## src/rtl/cpu_sequencer.sv

```systemverilog
// Multi-cycle instruction sequencer: loads the instruction memory while idle,
// then steps FETCH/DECODE/EXEC/WB until a halt opcode is decoded.
module cpu_sequencer #(
    parameter int          IMEM_DEPTH = 64,
    parameter logic [3:0]  HALT_OP    = 4'hF
) (
    input  logic        clka,
    input  logic        reset_in,
    input  logic        we_ins,
    input  logic [15:0] load,
    input  logic        run,
    input  logic [15:0] imem_rdata,
    input  logic        br_taken,
    input  logic [5:0]  br_target,
    input  logic        we_reg_dec,
    output logic [5:0]  imem_addr,
    output logic [15:0] imem_wdata,
    output logic        imem_we,
    output logic [15:0] instr,
    output logic [5:0]  pc,
    output logic        we_reg,
    output logic        full,
    output logic        halted,
    output logic        ld_reject
);

    typedef enum logic [2:0] {
        S_IDLE,
        S_FETCH,
        S_DECODE,
        S_EXEC,
        S_WB,
        S_HALT
    } state_t;

    localparam logic [5:0] LAST = 6'(IMEM_DEPTH - 1);

    state_t      r_state;
    logic [5:0]  r_pc;
    logic [5:0]  r_load_ptr;
    logic [15:0] r_instr;
    logic        r_full;
    logic        r_rej;
    logic        r_br_taken;
    logic [5:0]  r_br_target;

    logic        w_idle;
    logic        w_wr;
    logic        w_start;

    assign w_idle  = (r_state == S_IDLE) || (r_state == S_HALT);
    // Gated by reset so the write strobe drops the instant reset asserts.
    assign w_wr    = reset_in && w_idle && we_ins && !r_full;
    assign w_start = w_idle && run && !we_ins;

    assign imem_addr  = w_idle ? r_load_ptr : r_pc;
    assign imem_wdata = load;
    assign imem_we    = w_wr;
    assign instr      = r_instr;
    assign pc         = r_pc;
    assign we_reg     = reset_in && (r_state == S_WB) && we_reg_dec;
    assign full       = r_full;
    assign halted     = (r_state == S_HALT);
    assign ld_reject  = r_rej;

    always_ff @(posedge clka or negedge reset_in) begin
        if (!reset_in) begin
            r_state     <= S_IDLE;
            r_pc        <= '0;
            r_load_ptr  <= '0;
            r_instr     <= '0;
            r_full      <= 1'b0;
            r_rej       <= 1'b0;
            r_br_taken  <= 1'b0;
            r_br_target <= '0;
        end else begin
            if (we_ins && (r_full || !w_idle)) begin
                r_rej <= 1'b1;
            end
            case (r_state)
                S_IDLE, S_HALT: begin
                    if (w_wr) begin
                        // Pointer parks on the last word; full marks it used.
                        if (r_load_ptr == LAST) begin
                            r_full <= 1'b1;
                        end else begin
                            r_load_ptr <= r_load_ptr + 6'd1;
                        end
                    end else if (w_start) begin
                        r_state    <= S_FETCH;
                        r_pc       <= '0;
                        r_load_ptr <= '0;
                        r_full     <= 1'b0;
                    end
                end
                S_FETCH: begin
                    r_state <= S_DECODE;
                end
                S_DECODE: begin
                    r_instr <= imem_rdata;
                    if (imem_rdata[15:12] == HALT_OP) begin
                        r_state <= S_HALT;
                    end else begin
                        r_state <= S_EXEC;
                    end
                end
                S_EXEC: begin
                    r_br_taken  <= br_taken;
                    r_br_target <= br_target;
                    r_state     <= S_WB;
                end
                S_WB: begin
                    if (r_br_taken) begin
                        r_pc <= r_br_target;
                    end else if (r_pc == LAST) begin
                        r_pc <= '0;
                    end else begin
                        r_pc <= r_pc + 6'd1;
                    end
                    r_state <= S_FETCH;
                end
                default: begin
                    r_state <= S_IDLE;
                end
            endcase
        end
    end

endmodule

```

## config.mk

```make
export PLATFORM = sky130hd
export DESIGN_NAME = cpu_sequencer
export DESIGN_NICKNAME = d
export VERILOG_FILES = /design/src/rtl/cpu_sequencer.sv
export SDC_FILE = /design/constraint.sdc
export NUM_CORES = 1
export LEC_CHECK = 0
export ABC_CLOCK_PERIOD_IN_PS = 3600
export BUFFER_PORTS_ARGS = -buffer_cell sky130_fd_sc_hd__buf_2
export CELL_PAD_IN_SITES_DETAIL_PLACEMENT = 0
export CELL_PAD_IN_SITES_GLOBAL_PLACEMENT = 2
export CORE_ASPECT_RATIO = 1.1
export CORE_MARGIN = 2
export CORE_UTILIZATION = 30
export CTS_CLUSTER_DIAMETER = 30
export DETAILED_ROUTE_END_ITERATION = 16
export PLACE_DENSITY_LB_ADDON = 0.1
export SYNTH_ARGS = -nofsm -noshare
export SYNTH_HDL_FRONTEND = slang
export SYNTH_SLANG_ARGS = --single-unit
```

## constraint.sdc

```tcl
create_clock -name clka -period 3.6 [get_ports clka]
set_clock_uncertainty 0.05 [all_clocks]
set_input_delay 0.36 -clock clka [delete_from_list [all_inputs] [get_ports clka]]
set_output_delay 0.36 -clock clka [all_outputs]
set_load 0.01 [all_outputs]
```

# Word level (Yosys, flattened, before mapping)
# Cells that the tools add are included.
# Widths: inputs -> output; s select.
totals:
  ff_bits: 40
  inputBits: 44
  output_inout_bits: 49
classes:
  addsub: 2
  eq_ne: 12
  mux: 15
  n_reduce_logical: 21
op_table:
  columns: ["cell", "count"]
  rows:
  - ["$mux 6", 7]
  - ["$pmux 3 s5", 1]
  - ["$add 6x1->6 const B", 2]
  - ["$eq 6x6->1 const B", 2]
  - ["$pmux 6 s2", 1]
  - ["$mux 3", 3]
  - ["$reduce_and 3->1", 3]
  - ["$logic_and 1x1->1", 8]
  - ["$eq 3x2->1 const B", 2]
  - ["$eq 3x3->1 const B", 2]
  - ["$ne 2x2->1 const B", 3]
  - ["$eq 4x4->1 const B", 1]
  - ["$reduce_bool 2->1", 2]
  - ["$eq 3x1->1 const B", 1]
  - ["$logic_not 1->1", 3]
  - ["$logic_not 3->1", 1]
  - ["$mux 1", 3]
  - ["$logic_or 1x1->1", 2]
  - ["$ne 2x1->1 const B", 1]
  - ["$reduce_and 2->1", 1]
  - ["$reduce_or 2->1", 1]

# Depth between registers and ports, before layout
logic_depth:
  word_depth: 7
  ltp_mapped: 5
  depth_no_buf: 5

# Worst setup path before layout
# OpenSTA, ideal clock, no wires.
synth_path:
  path_kind: "reg-to-output"
  start: "register r_state[0]"
  end: "output port imem_addr[0]"
  arrival_time_ns: 1.320
  required_time_ns: 3.190
  setup_slack_ns: 1.870
  stages_incl_launch_ff: 5
  cell_sequence: "dfrtp_1 buf_2 xor2_2 nor2_2 mux2_2"
synth_via:
  elab_chain_cells: 3
  word_cells_on_any_way: 4
synth_lines:
  columns: ["item", "line_no", "rtl"]
  rows:
  - ["start, declared", "38", "state_t r_state;"]
  - ["start signal, assigned", "68", "r_state <= S_IDLE;"]
  - ["start signal, assigned", "90", "r_state <= S_FETCH;"]
  - ["start signal, assigned", "97", "r_state <= S_DECODE;"]
  - ["$eq 3x3->1 or $logic_not 3->1 (tied branches)", "51", "assign w_idle = (r_state == S_IDLE) || (r_state == S_HALT);"]
  - ["$logic_or 1x1->1 (*)", "51", null]
  - ["$mux 6 (*)", "56", "assign imem_addr = w_idle ? r_load_ptr : r_pc;"]
  - ["end, declared", "16", "output logic [5:0] imem_addr,"]
# Mark *: on every way between the ends. The rest lies on a longest branch, timed or not.

# Worst setup path after layout
layout_path:
  start: "register r_state[0]"
  end: "output port imem_addr[2]"
# The elaborated chain is that of the path after synthesis.

==> impl_metrics.py <==
metrics = {
    "run_status": {
        "outcome": "completed",
    },
    "setup_path": {
        "max_stage_delay_ps": 550,
        "setup.worst_path.end_class": "output port",
        "crit_path_max_fanout": 9,
        "crit_path_start": "r_state[0]",
        "cp_cell_sequence": "xor2_2 -> nor2_2 -> mux2_2 -> buf_2",
        "worstSetupPathType": "reg2out",
        "reg2regPathDepth": 3,
        "crit_path_start_kind": "flop",
        "critPathSlowestCell": "dfrtp_1",
        "cp.arrival_ps": 1890,
        "worstPathRequired_ps": 3190,
        "r2r_start": "r_state[1]",
    },
    "synthesis": {
        "syn_avg_cell_area_um2": 11.6,
        "synthMostInstantiatedCell": "dfrtp_1",
        "syn-cell-area_um2": 2050,
        "ys_warn_count": 0,
        "ys.flop_type": "dfrtp_1",
        "synthTopCellsByCount": "dfrtp_1 (40), mux2_2 (29), buf_4 (16)",
        "synthArstFlopShare": 1.00,
        "yosys.cell_types.count": 45,
        "syn-num-nets": 222,
        "ys_ff_latch": 40,
        "synth_area_leaders": "dfrtp_1 (49%), mux2_2 (16%), buf_4 (5.9%)",
        "yosysSeqAreaShare": 0.489,
        "yosysTopAreaCell": "dfrtp_1",
        "synth_top_area_frac": 0.489,
        "synth_edf_count": 0,
        "syn-instance-count": 176,
    },
    "sta": {
        "fin_crit_ps": 2300,
        "setup_viol": 0,
        "worstMarginPinSlew_ps": 792,
        "drv_slew": 0,
        "fin_ws_ps": 1300,
        "finalHoldViolCount": 0,
        "tns_ps": 0,
        "slew_headroom": 0.471,
        "whs_ps": 106,
        "post-route-period-util": 0.639,
        "rsz0062_at_grt": "false",
        "clock.fmax_ghz": 0.435,
    },
    "pwr": {
        "p_sw_mw": 0.742,
        "seqPwrFrac": 0.422,
        "p_leak_nw": 1.13,
        "comb_power_share": 0.436,
        "peakVddDrop_v": 0.000292,
        "pwr-share-clk": 0.142,
        "internal-power_mw": 1.22,
        "power_density_nw_per_um2": 818,
        "p_sw_frac": 0.378,
    },
    "drt": {
        "wl_um": 4770,
        "routed_via_density": 4.91,
        "num_vias": 1503,
        "ant_nets": 0,
        "drt-pass1-iter-count": 4,
        "drc": 0,
        "drt_iter0_drc": 49,
        "wl_per_cell_um": 15.6,
    },
    "clocking": {
        "cts_setup_buffers": 0,
        "cts_root_buf": "clkbuf_8",
        "clkSinkCount": 40,
        "cts_hold_buf": 0,
        "cts_resized": 0,
        "cts_buffers": 5,
        "clk_pin_slew_ps": 80,
        "htreeDepth": 2,
        "clk_latency_ps": 290,
        "cts.path.max_buffers": 2,
        "cts_tree": "yes",
    },
    "die": {
        "die_h_um": 90.7,
        "initial_utilization": 0.311,
        "rows": 31,
        "core_um2": 6590,
        "die_x_um": 82.8,
        "die-area_um2": 7500,
        "ios": 93,
    },
    "final_layout": {
        "final_nets": 270,
        "diodes": 0,
        "area_growth_pct": 17.0,
        "final_cell_area_um2": 2400,
        "fillCellCount": 699,
        "fin_util": 0.364,
        "drive_gt1_frac": 0.473,
    },
    "global_routing": {
        "grt_pass1_vias": 1563,
        "antenna_found_initial": 0,
        "overflow": 0,
        "grt_pass1_wl_um": 7720,
        "grt_max_degree": 42,
        "track_usage": 0.136,
    },
    "placement": {
        "place_congestion": 0.751,
        "dp_slack_ps": 1600,
        "portBuffers": 60,
        "place_area_um2": 2320,
        "hpwl_um": 3640,
    },
    "min_path": {
        "hold_path.class": "in2async",
    },
    "run": {
        "maxCapViolations": 0,
    },
}
-- cells by family after synthesis --
| family | after synthesis | synth area share |
|---|---|---|
| XOR/XNOR | 2 | 0.0122 |
| buffers and inverters | 24 | 0.0751 |
| AO/OA/AOI/OAI | 27 | 0.0977 |
| AND/OR/NAND/NOR | 48 | 0.134 |
| adder cells (fa/ha/maj) | 3 | 0.0177 |
| flip-flops | 40 | 0.489 |
| multiplexers | 32 | 0.174 |
-- critical path, delay by kind of cell, from the launching register on --
family,cells,cell delay (ps)
xor gates and xnor gates,1,210
DFF,1,550
buffers and inverters,1,140
muxes,1,380
and+or+nand+nor,1,320
-- final timing paths --
path | to | slack (ps)
max | imem_addr[2] | 1300
min | ld_reject | 110
max reg2reg | instr[5] | 1680
min reg2reg | ld_reject | 420
max in group asynchronous | r_br_target[0] | 3030
min in group clka | instr[0] | 250
-- power by group through the flow --
stage	combinational [mW]	sequential, mW	clock [mW]
after CTS	0.874	0.833	0.293
after global placement	0.853	0.827	0
final	0.855	0.828	0.278
after global routing	0.947	0.871	0.312
after detailed placement	0.870	0.840	0
after floorplan	0.611	0.817	0
-- cell usage in the layout, fill, tap and decap left out, types with 2 or more instances in the layout --
| cell type | count |
|---|---|
| o2bb2ai_1 | 2 |
| dfrtp_1 | 40 |
| o31ai_1 | 3 |
| buf_2 | 60 |
| ha_1 | 2 |
| mux2i_1 | 3 |
| nor2b_1 | 2 |
| nand3_1 | 7 |
| and2_1 | 2 |
| nor2_1 | 5 |
| nor2_2 | 3 |
| a21o_1 | 2 |
| a22o_1 | 3 |
| nor3_1 | 3 |
| o21ai_0 | 3 |
| clkbuf_8 | 5 |
| nand2b_1 | 4 |
| a21oi_1 | 5 |
| and3_1 | 4 |
| nand2_1 | 8 |
| a311oi_1 | 2 |
| mux2_2 | 29 |
| inv_1 | 3 |
-- registers in the layout, indices dropped and copies added, names as in the netlist --
signal,cells
instr,16
pc,6
r_br_target,6
r_load_ptr,6
r_state,3
full,1
ld_reject,1
r_br_taken,1
-- metal layers --
metal  GRT usage  up-vias  share of wire
li1            -      711              -
met1       0.165      731           0.43
met2       0.223       55           0.49
met3      0.0440        6          0.069
met4      0.0451        0          0.016
met5           0        -              0
-- through the flow --
step / cells / power, mW
detailed placement: 299 / 1.71
floorplan: 176 / 1.43
CTS: 306 / 2.00
global placement: 299 / 1.68
global route: 306 / 2.13
finish: 306 / 1.96
-- final cells by class --
type	count	area, um^2	share of cell area
Inverter	4	15.0	0.00626
Clock inverter	1	5.00	0.00209
Tap cell	82	103	0.0428
Multi-Input combinational cell	112	893	0.373
Sequential cell	40	1000	0.418
Clock buffer	6	72.6	0.0303
Timing Repair Buffer	61	308	0.128
Power figures use the tool's default switching activity.
